## src/rtl/coreriscv_axi4_wrr_locking_arbiter_4_if.sv

```systemverilog
// Request/grant bundle between four requesters, the weighted round-robin
// arbiter and the shared downstream channel.
interface coreriscv_axi4_wrr_locking_arbiter_4_if #(
    parameter int unsigned DATA_W = 64
);
    logic [3:0]             io_in_valid;
    logic [3:0]             io_in_ready;
    logic [3:0]             io_in_bits_multibeat;
    logic [3:0][DATA_W-1:0] io_in_bits_data;
    logic [3:0][1:0]        io_weight;
    logic                   io_out_ready;
    logic                   io_out_valid;
    logic [DATA_W-1:0]      io_out_bits_data;
    logic [1:0]             io_chosen;
    logic                   io_locked;

    // Environment side: requesters, weights and downstream ready
    modport master (
        output io_in_valid, io_in_bits_multibeat, io_in_bits_data, io_weight, io_out_ready,
        input  io_in_ready, io_out_valid, io_out_bits_data, io_chosen, io_locked
    );

    // Arbiter side
    modport slave (
        input  io_in_valid, io_in_bits_multibeat, io_in_bits_data, io_weight, io_out_ready,
        output io_in_ready, io_out_valid, io_out_bits_data, io_chosen, io_locked
    );
endinterface

```

## src/rtl/coreriscv_axi4_wrr_locking_arbiter_4.sv

```systemverilog
// Four-way weighted round-robin arbiter that locks the grant for the full
// length of a multibeat message; selection is combinational.
module coreriscv_axi4_wrr_locking_arbiter_4 #(
    parameter int unsigned DATA_W = 64,
    parameter int unsigned BEATS  = 8,
    parameter int unsigned CNT_W  = 3
) (
    input logic clk,
    input logic reset,
    coreriscv_axi4_wrr_locking_arbiter_4_if.slave bus
);
    localparam int unsigned NREQ = 4;

    logic [CNT_W-1:0]  beat_cnt;
    logic [1:0]        lock_id;
    logic [1:0]        last_grant;
    logic [1:0]        credit;

    logic [1:0]        rr_pick;
    logic [1:0]        chosen;
    logic              locked;
    logic              out_valid;
    logic              fire;
    logic              msg_done;
    logic [DATA_W-1:0] sel_data;
    logic [NREQ-1:0]   in_ready;

    assign locked = (beat_cnt != '0);

    // Rotating priority starting just after the previous winner
    always_comb begin
        logic [1:0] idx;
        rr_pick = last_grant + 2'd1;
        idx     = '0;
        for (int i = NREQ; i >= 1; i--) begin
            idx = last_grant + 2'(i);
            if (bus.io_in_valid[idx]) rr_pick = idx;
        end
    end

    always_comb begin
        chosen = rr_pick;
        if (locked)
            chosen = lock_id;
        else if (bus.io_in_valid[last_grant] && credit != 2'd0)
            chosen = last_grant;
    end

    assign out_valid = bus.io_in_valid[chosen];
    assign sel_data  = bus.io_in_bits_data[chosen];
    assign fire      = bus.io_out_ready & out_valid;

    always_comb begin
        in_ready = '0;
        for (int n = 0; n < NREQ; n++)
            in_ready[n] = bus.io_out_ready && (chosen == 2'(n));
    end

    // A message ends on a single-beat first beat or on the last beat of a burst
    always_comb begin
        msg_done = 1'b0;
        if (fire) begin
            if (!locked)
                msg_done = !bus.io_in_bits_multibeat[chosen];
            else
                msg_done = (beat_cnt == CNT_W'(BEATS - 1));
        end
    end

    always_ff @(posedge clk) begin
        if (reset) begin
            beat_cnt   <= '0;
            lock_id    <= 2'd0;
            last_grant <= 2'd3;
            credit     <= 2'd0;
        end else begin
            if (fire) begin
                if (!locked) begin
                    if (bus.io_in_bits_multibeat[chosen]) begin
                        beat_cnt <= CNT_W'(1);
                        lock_id  <= chosen;
                    end
                end else begin
                    beat_cnt <= beat_cnt + CNT_W'(1);
                end
            end
            // Weight is sampled only when a new quantum starts
            if (msg_done) begin
                last_grant <= chosen;
                if (chosen != last_grant || credit == 2'd0)
                    credit <= bus.io_weight[chosen];
                else
                    credit <= credit - 2'd1;
            end
        end
    end

    assign bus.io_chosen        = chosen;
    assign bus.io_locked        = locked;
    assign bus.io_out_valid     = out_valid;
    assign bus.io_out_bits_data = sel_data;
    assign bus.io_in_ready      = in_ready;
endmodule

```

## src/flat_wrapper.sv

```systemverilog
// flat-port wrapper written by rule: the top's interface ports become plain ports
module coreriscv_axi4_wrr_locking_arbiter_4_flat 
#(
    parameter int unsigned DATA_W = 64,
    parameter int unsigned BEATS  = 8,
    parameter int unsigned CNT_W  = 3
)
  (clk, reset, bus_io_in_valid, bus_io_in_bits_multibeat, bus_io_in_bits_data, bus_io_weight, bus_io_out_ready, bus_io_in_ready, bus_io_out_valid, bus_io_out_bits_data, bus_io_chosen, bus_io_locked);
  coreriscv_axi4_wrr_locking_arbiter_4_if #(.DATA_W(DATA_W)) bus_i ();
  input logic clk;
  input logic reset;
  input wire logic [$bits(bus_i.io_in_valid)-1:0] bus_io_in_valid;
  input wire logic [$bits(bus_i.io_in_bits_multibeat)-1:0] bus_io_in_bits_multibeat;
  input wire logic [$bits(bus_i.io_in_bits_data)-1:0] bus_io_in_bits_data;
  input wire logic [$bits(bus_i.io_weight)-1:0] bus_io_weight;
  input wire logic [$bits(bus_i.io_out_ready)-1:0] bus_io_out_ready;
  output wire logic [$bits(bus_i.io_in_ready)-1:0] bus_io_in_ready;
  output wire logic [$bits(bus_i.io_out_valid)-1:0] bus_io_out_valid;
  output wire logic [$bits(bus_i.io_out_bits_data)-1:0] bus_io_out_bits_data;
  output wire logic [$bits(bus_i.io_chosen)-1:0] bus_io_chosen;
  output wire logic [$bits(bus_i.io_locked)-1:0] bus_io_locked;
  assign bus_i.io_in_valid = bus_io_in_valid;
  assign bus_i.io_in_bits_multibeat = bus_io_in_bits_multibeat;
  assign bus_i.io_in_bits_data = bus_io_in_bits_data;
  assign bus_i.io_weight = bus_io_weight;
  assign bus_i.io_out_ready = bus_io_out_ready;
  assign bus_io_in_ready = bus_i.io_in_ready;
  assign bus_io_out_valid = bus_i.io_out_valid;
  assign bus_io_out_bits_data = bus_i.io_out_bits_data;
  assign bus_io_chosen = bus_i.io_chosen;
  assign bus_io_locked = bus_i.io_locked;
  coreriscv_axi4_wrr_locking_arbiter_4 #(.DATA_W(DATA_W), .BEATS(BEATS), .CNT_W(CNT_W)) u_core (.clk(clk), .reset(reset), .bus(bus_i));
endmodule
```

## config.mk

```make
export PLATFORM = sky130hd
export DESIGN_NAME = coreriscv_axi4_wrr_locking_arbiter_4_flat
export DESIGN_NICKNAME = d
export VERILOG_FILES = /design/src/rtl/coreriscv_axi4_wrr_locking_arbiter_4_if.sv /design/src/rtl/coreriscv_axi4_wrr_locking_arbiter_4.sv /design/src/flat_wrapper.sv
export SDC_FILE = /design/constraint.sdc
export NUM_CORES = 1
export LEC_CHECK = 0
export BUFFER_PORTS_ARGS = -buffer_cell sky130_fd_sc_hd__buf_2
export CORE_AREA = 2 2 135 137
export DETAILED_ROUTE_END_ITERATION = 6
export DIE_AREA = 0 0 137 139
export PLACE_DENSITY = 0.57
export SLEW_MARGIN = 15
export SYNTH_ARGS = -nofsm -noshare
export SYNTH_HDL_FRONTEND = slang
export SYNTH_SLANG_ARGS = --single-unit
```

## constraint.sdc

```tcl
create_clock -name clk -period 3.6 [get_ports clk]
set_input_delay 0.18 -clock clk [delete_from_list [all_inputs] [get_ports clk]]
set_output_delay 0.18 -clock clk [all_outputs]
set_load 0.01 [all_outputs]
```

==> flow_summary.ini, run 1 <==
[place]
place_area_um2 = 5017
place_congestion = 0.8748
pre_cts_ws_ps = 598.8
portBuffers = 346
dpl.hpwl_um = 12150

[min_path]
hold_path.class = input port to flip-flop
min_path_cells = 2
hp-start = reset

[final_layout]
most-common-layout-cells = 346 x buf_2, 271 x nand2_1, 70 x a31oi_1
area_growth_pct = 70.18
fin_area_um2 = 5097
nets = 1163
final_common_cell = buf_2
diodes = 0
filler_cell_count = 2032
drive_gt1_share_pct = 42.58

[setup_path]
crit_end = bus_io_out_bits_data[46]
worstSetupStartpoint = u_core.last_grant[0]
worstSetupStartpointType = flip-flop
critical_path_arrival_ps = 2980
r2r_slack_ps = 600
r2r-end = u_core.lock_id[0]
critPathKind = flip-flop to output pin
path_max_fanout = 51
worstReg2RegStart = u_core.last_grant[0]
crit_path_end_kind = output pin
crit_required_ps = 3420
worstRegToRegCells = 9

[yosys]
synthCells = 571
synth_fp_nets = 850
synth-edff-count = 0
synth_ff_type = dfxtp_1
async_reset_ff_share_pct = 0
syn_avg_cell_area_um2 = 5.246
yosysUniqueCellTypes = 47
synth_top_area_cell = nand2_1
synth_seq_cells = 9
yosysSeqAreaShare_pct = 6.015
ys.warnings.count = 0
synth_top_cells_by_area = nand2_1 34%, a31oi_1 15%, and3_1 13%, dfxtp_1 6.0%, clkbuf_1 5.3%
synth_top_area_share_pct = 33.96
syn-cell-area_um2 = 2995

[clocking]
cts_resized = 0
cts_tree = yes
postCtsHoldBufs = 0
path_clk_slew_ps = 40
cts_max_level = 1
clockBufferDepth = 2
cts_buffers = 3
post_cts_buffers = 0
clock_sinks = 9
root_buffer = clkbuf_16
clk-insertion-delay-late_ps = 230

[sta]
slew_headroom_pct = 62.33
setup_viol = 0
tns_ps = 0
fin_crit_sh_pct = 87.91
timing.fmax_mhz = 316.0
min_period_ps = 3165
slew_viol_final = 0
skew_ps = 1.606
hold_violations = 0
worst_pin_slew_ps = 559.9
rsz0062_at_grt = no
setup_slack_ps = 435.3

[grt]
grt_max_degree = 70
antenna_found_initial = 0
grt_overflow_total = 0
grt_pass1_vias = 4620
grt_pass1_wl_um = 22830
grt_use_total_pct = 14.46

[floorplan]
die_area_um2 = 19040
fp.coreArea_um2 = 17660
fp.dieH_um = 139
die_w_um = 137
start_util_pct = 16.96
num_io_pins = 347
row_count = 49

[detailed_routing]
wire_per_inst_um = 13.50
drtPass1Iterations = 4
via_per_inst = 4.515
ant_nets = 0
drtIter0Drc = 183
drc = 0
via_count = 5021
drt-total-wl_um = 15010

[run_status]
outcome = finished clean

[job]
drv_cap = 0
stage by stage:
| stage | util [%] | cells | hold slack, ps |
|---|---|---|---|
| floorplan | - | 571 | 249.4 |
| global route | 28.87 | 1112 | 231.0 |
| CTS | 28.87 | 1112 | 215.0 |
| detailed placement | 28.42 | 1108 | 462.8 |
| finish | 28.87 | 1112 | 216.9 |
| global placement | 28.42 | 1108 | 461.7 |
critical path, stage by stage, from the launching register on:
cell and delay (ps):
dfxtp_1 520, mux2_2 410, and2_1 240, a211oi_1 350, a21oi_4 90, inv_4 200
buf_12 240, nand2_1 70, and3_1 170, a31oi_1 220, buf_2 190
worst min path at each step:
stage | end | slack [ps]
2_1_floorplan | u_core.credit[0] | 250
3_3_place_gp | u_core.credit[0] | 460
3_5_place_dp | u_core.lock_id[1] | 460
4_1_cts | u_core.credit[0] | 210
5_1_grt | u_core.credit[1] | 230
6_report | u_core.lock_id[1] | 220
cells in the mapped netlist (all sizes together) (4+ instances only):
cell type and instances:
nand2 271, a31oi 70, and3 64, clkbuf 42
inv 11, nand2b 11, buf 10, dfxtp 9
nand3 8, nor2 8, a21oi 7, mux2i 6
a211oi 4, ha 4, nand4 4, nor3 4
o2111ai 4
routing by layer:
metal,wire [um],global-route usage [%],vias up
li1,-,-,2593
met1,6181,17.96,2192
met2,7341,26.00,222
met3,1294,2.887,14
met4,197,2.062,0
met5,0,0,-
sequential cells by signal (all words and copies together) (netlist names):
signal / cells
u_core.beat_cnt: 3
u_core.credit: 2
u_core.lock_id: 2
u_core.last_grant: 2
layout make-up:
class                      instances  area, um^2  share of cell area (%)
sequential                         9       180.2                   3.535
clock buffer                       3       75.07                   1.473
multi-input combinational        499        2580                   50.61
clock inverter                     1       5.005                 0.09818
inverter                          11       46.29                  0.9082
tap                              229       286.5                   5.621
timing repair buffer             360        1924                   37.75
logic make-up after synthesis:
family / synth area share (%)
adders and majority gates: 1.671
AOI/OAI and AO/OA: 23.64
and+or+nand+nor: 55.56
DFF: 6.015
xor gates and xnor gates: 0.8774
buffers and inverters: 8.229
muxes: 4.010
Power of run 1 is left out: the tool's default activity adds up to more than one toggle a clock period on the data nets, which glitch-free logic cannot reach.
==> inputs of run 2 (changes only) <==
ABC_AREA = 1   (was unset)
CORE_AREA = 2 2 133 135   (was 2 2 135 137)
CTS_BUF_LIST = sky130_fd_sc_hd__clkbuf_4   (was unset)
DIE_AREA = 0 0 135 137   (was 0 0 137 139)
PLACE_DENSITY = 0.61   (was 0.57)
==> run 2 against run 1 <==
  * Critical path depth grew 4
  * Setup slack gained 27 ps
  * Clock skew shrank 0.60 ps
  * Highest routed layer unchanged
==> flow_summary.ini, run 2 <==
[setup_path]
crit_chain = buf_4 > xnor2_1 > nand2_1 > nand2_1 > inv_2 > nand2_2 > nand3_2 > nand3_4 > nand2_4 > nor2_8 > buf_12 > a22oi_2 > nand3_2 > buf_2
critPathBufInv = 4
worstSetupStartpointType = flip-flop
crit_family = simple AND/OR/NAND/NOR gates
critPathKind = flip-flop to output pin
slowest_delay_ps = 500
r2r-end = u_core.credit[1]
crit_required_ps = 3420
cp_slowest_cell = dfxtp_1
crit_cells = 14
path_max_fanout = 27
worstReg2RegStart = u_core.last_grant[0]
critical_path_arrival_ps = 2960
crit_path_end_kind = output pin
worstRegToRegCells = 20
r2r_slack_ps = 730

[final_layout]
top_register = u_core.beat_cnt
nets = 1088
most-common-layout-cells = 346 x buf_2, 151 x nand3_1, 70 x nand2_1
final_common_cell = buf_2
filler_cell_count = 1900
largest_register_ffs = 3
fin_util_pct = 31.57
area_growth_pct = 52.41
drive_gt1_share_pct = 64.60

[power_and_ir_drop]
seqPwrFrac_pct = 2.7
p_per_area_nw_per_um2 = 1050
sw_frac_of_total_pct = 60.56
intPower_w = 0.002230
clockPowerShare_pct = 1.5
p_leak_nw = 2.969
power_switching_w = 0.003423
vdd_drop_max_v = 0.0006880
finalPower_w = 0.005653
pwr-share-comb_pct = 95.8

[yosys]
ys.warnings.count = 0
synth_top_area_cell = nand3_1
synthCells = 489
yosysUniqueCellTypes = 34
synth_seq_cells = 9
yosysMostFrequentCell = nand3_1
syn-cell-area_um2 = 3533
synth_top_cells_by_area = nand3_1 21%, a22oi_2 21%, nand3_2 18%, nand2_1 7.4%, dfxtp_1 5.1%
synth_fp_nets = 768
synth-edff-count = 0
syn_avg_cell_area_um2 = 7.226
synth_commonest_cells = 151 x nand3_1, 70 x nand2_1, 63 x nand3_2
async_reset_ff_share_pct = 0
synth_ff_type = dfxtp_1
synth_top_area_share_pct = 21.39
yosysSeqAreaShare_pct = 5.099

[sta]
min_period_ps = 3138
rsz0062_at_grt = no
worst_pin_slew_ps = 612.1
setup_viol = 0
fin_hold_ws_ps = 314.2
setup_slack_ps = 462.1
slew_headroom_pct = 59.19
fin_crit_sh_pct = 87.16
slew_viol_final = 0
hold_violations = 0
timing.fmax_mhz = 318.7
tns_ps = 0
skew_ps = 1.007

[min_path]
min_path_cells = 3
hp-start = reset
hold_path_end = u_core.last_grant[1]
hold_path.class = input port to flip-flop

[grt]
grt_pass1_vias = 4460
grt_use_total_pct = 16.13
grt_overflow_total = 0
grt_pass1_wl_um = 23850
grt_max_degree = 76
antenna_found_initial = 1

[detailed_routing]
wire_per_inst_um = 15.71
drt-total-wl_um = 16240
drc = 0
via_per_inst = 4.666
ant_nets = 0
drtIter0Drc = 247
via_count = 4825
drtPass1Iterations = 5

[place]
portBuffers = 346
pre_cts_ws_ps = 693.5
place_congestion = 0.8593
dpl.hpwl_um = 13590

[clocking]
path_clk_slew_ps = 60
cts_buffers = 3
post_cts_buffers = 0
cts_resized = 0
postCtsHoldBufs = 0
clock_sinks = 9
clk-insertion-delay-late_ps = 260
root_buffer = clkbuf_4
cts_max_level = 1
cts_tree = yes
clockBufferDepth = 2

[floorplan]
die_area_um2 = 18500
fp.dieH_um = 137
start_util_pct = 20.72
row_count = 48
num_io_pins = 347
die_w_um = 135
fp.coreArea_um2 = 17060

[run_status]
outcome = finished clean

[job]
drv_cap = 0
## run 2: cell types whose count changed in the layout (fill, tap and decap cells not counted), moves of 13 or more
cell | previous run | this run
inv_1 | 8 | 21
nand3_1 | 8 | 151
and3_1 | 64 | 0
a22oi_2 | 0 | 60
a31oi_1 | 70 | 0
nand2_1 | 271 | 70
nand3_2 | 0 | 63
## run 2: through the flow
stage                     cell area, um^2  std cells
after floorplan                      3533        489
after global placement               5353       1029
after detailed placement             5353       1029
after CTS                            5383       1033
after global routing                 5385       1034
final                                5385       1034
## run 2: metal layers
layer	vias to the layer above	global-route usage, %	part of all wire (%)
met5	-	0	0
met4	0	2.894	1.5
met3	16	3.444	7.4
met2	194	27.89	50
met1	2215	20.85	41
li1	2400	-	-
## run 2: cell families after synthesis
kind of cell    synth area share (%)
xor+xnor                      0.7084
buf+inv                        13.88
flops                          5.099
fa+ha+maj                      1.416
simple gates                   55.06
compound gates                 23.83
## run 2: final cells by class
type	instances	area (um^2)	area share, %
flip-flops and latches	9	180.2	3.346
clock buffers	4	30.03	0.5576
multi-input cells	408	2870	53.30
repair buffers	361	1919	35.64
well taps	225	281.5	5.228
diodes	1	2.502	0.04647
inverters	26	101.3	1.882
## run 2: power by group through the flow
stage	logic (W)	registers, W	clock network, W
global route	0.00589	0.000157	0.0000936
global placement	0.00539	0.000154	0
CTS	0.00546	0.000153	0.0000879
detailed placement	0.00545	0.000155	0
floorplan	0.00388	0.000142	0
finish	0.00541	0.000153	0.0000854
## run 2: worst max path at each step
stage / start / to / slack, ps
6_report: u_core.last_grant[0] / bus_io_out_bits_data[26] / 460
3_5_place_dp: u_core.last_grant[0] / u_core.credit[1] / 690
2_1_floorplan: u_core.last_grant[0] / bus_io_in_ready[1] / 1470
3_3_place_gp: u_core.last_grant[0] / u_core.credit[0] / 790
4_1_cts: u_core.last_grant[0] / bus_io_out_bits_data[26] / 420
5_1_grt: u_core.last_grant[0] / bus_io_out_bits_data[26] / 200
## run 2: tightest hold or removal path, cell delays in order
cell and delay [ps]:
buf_2 100, clkinv_1 140, nand3_1 100
No activity file was read; power rests on OpenSTA's default activity.
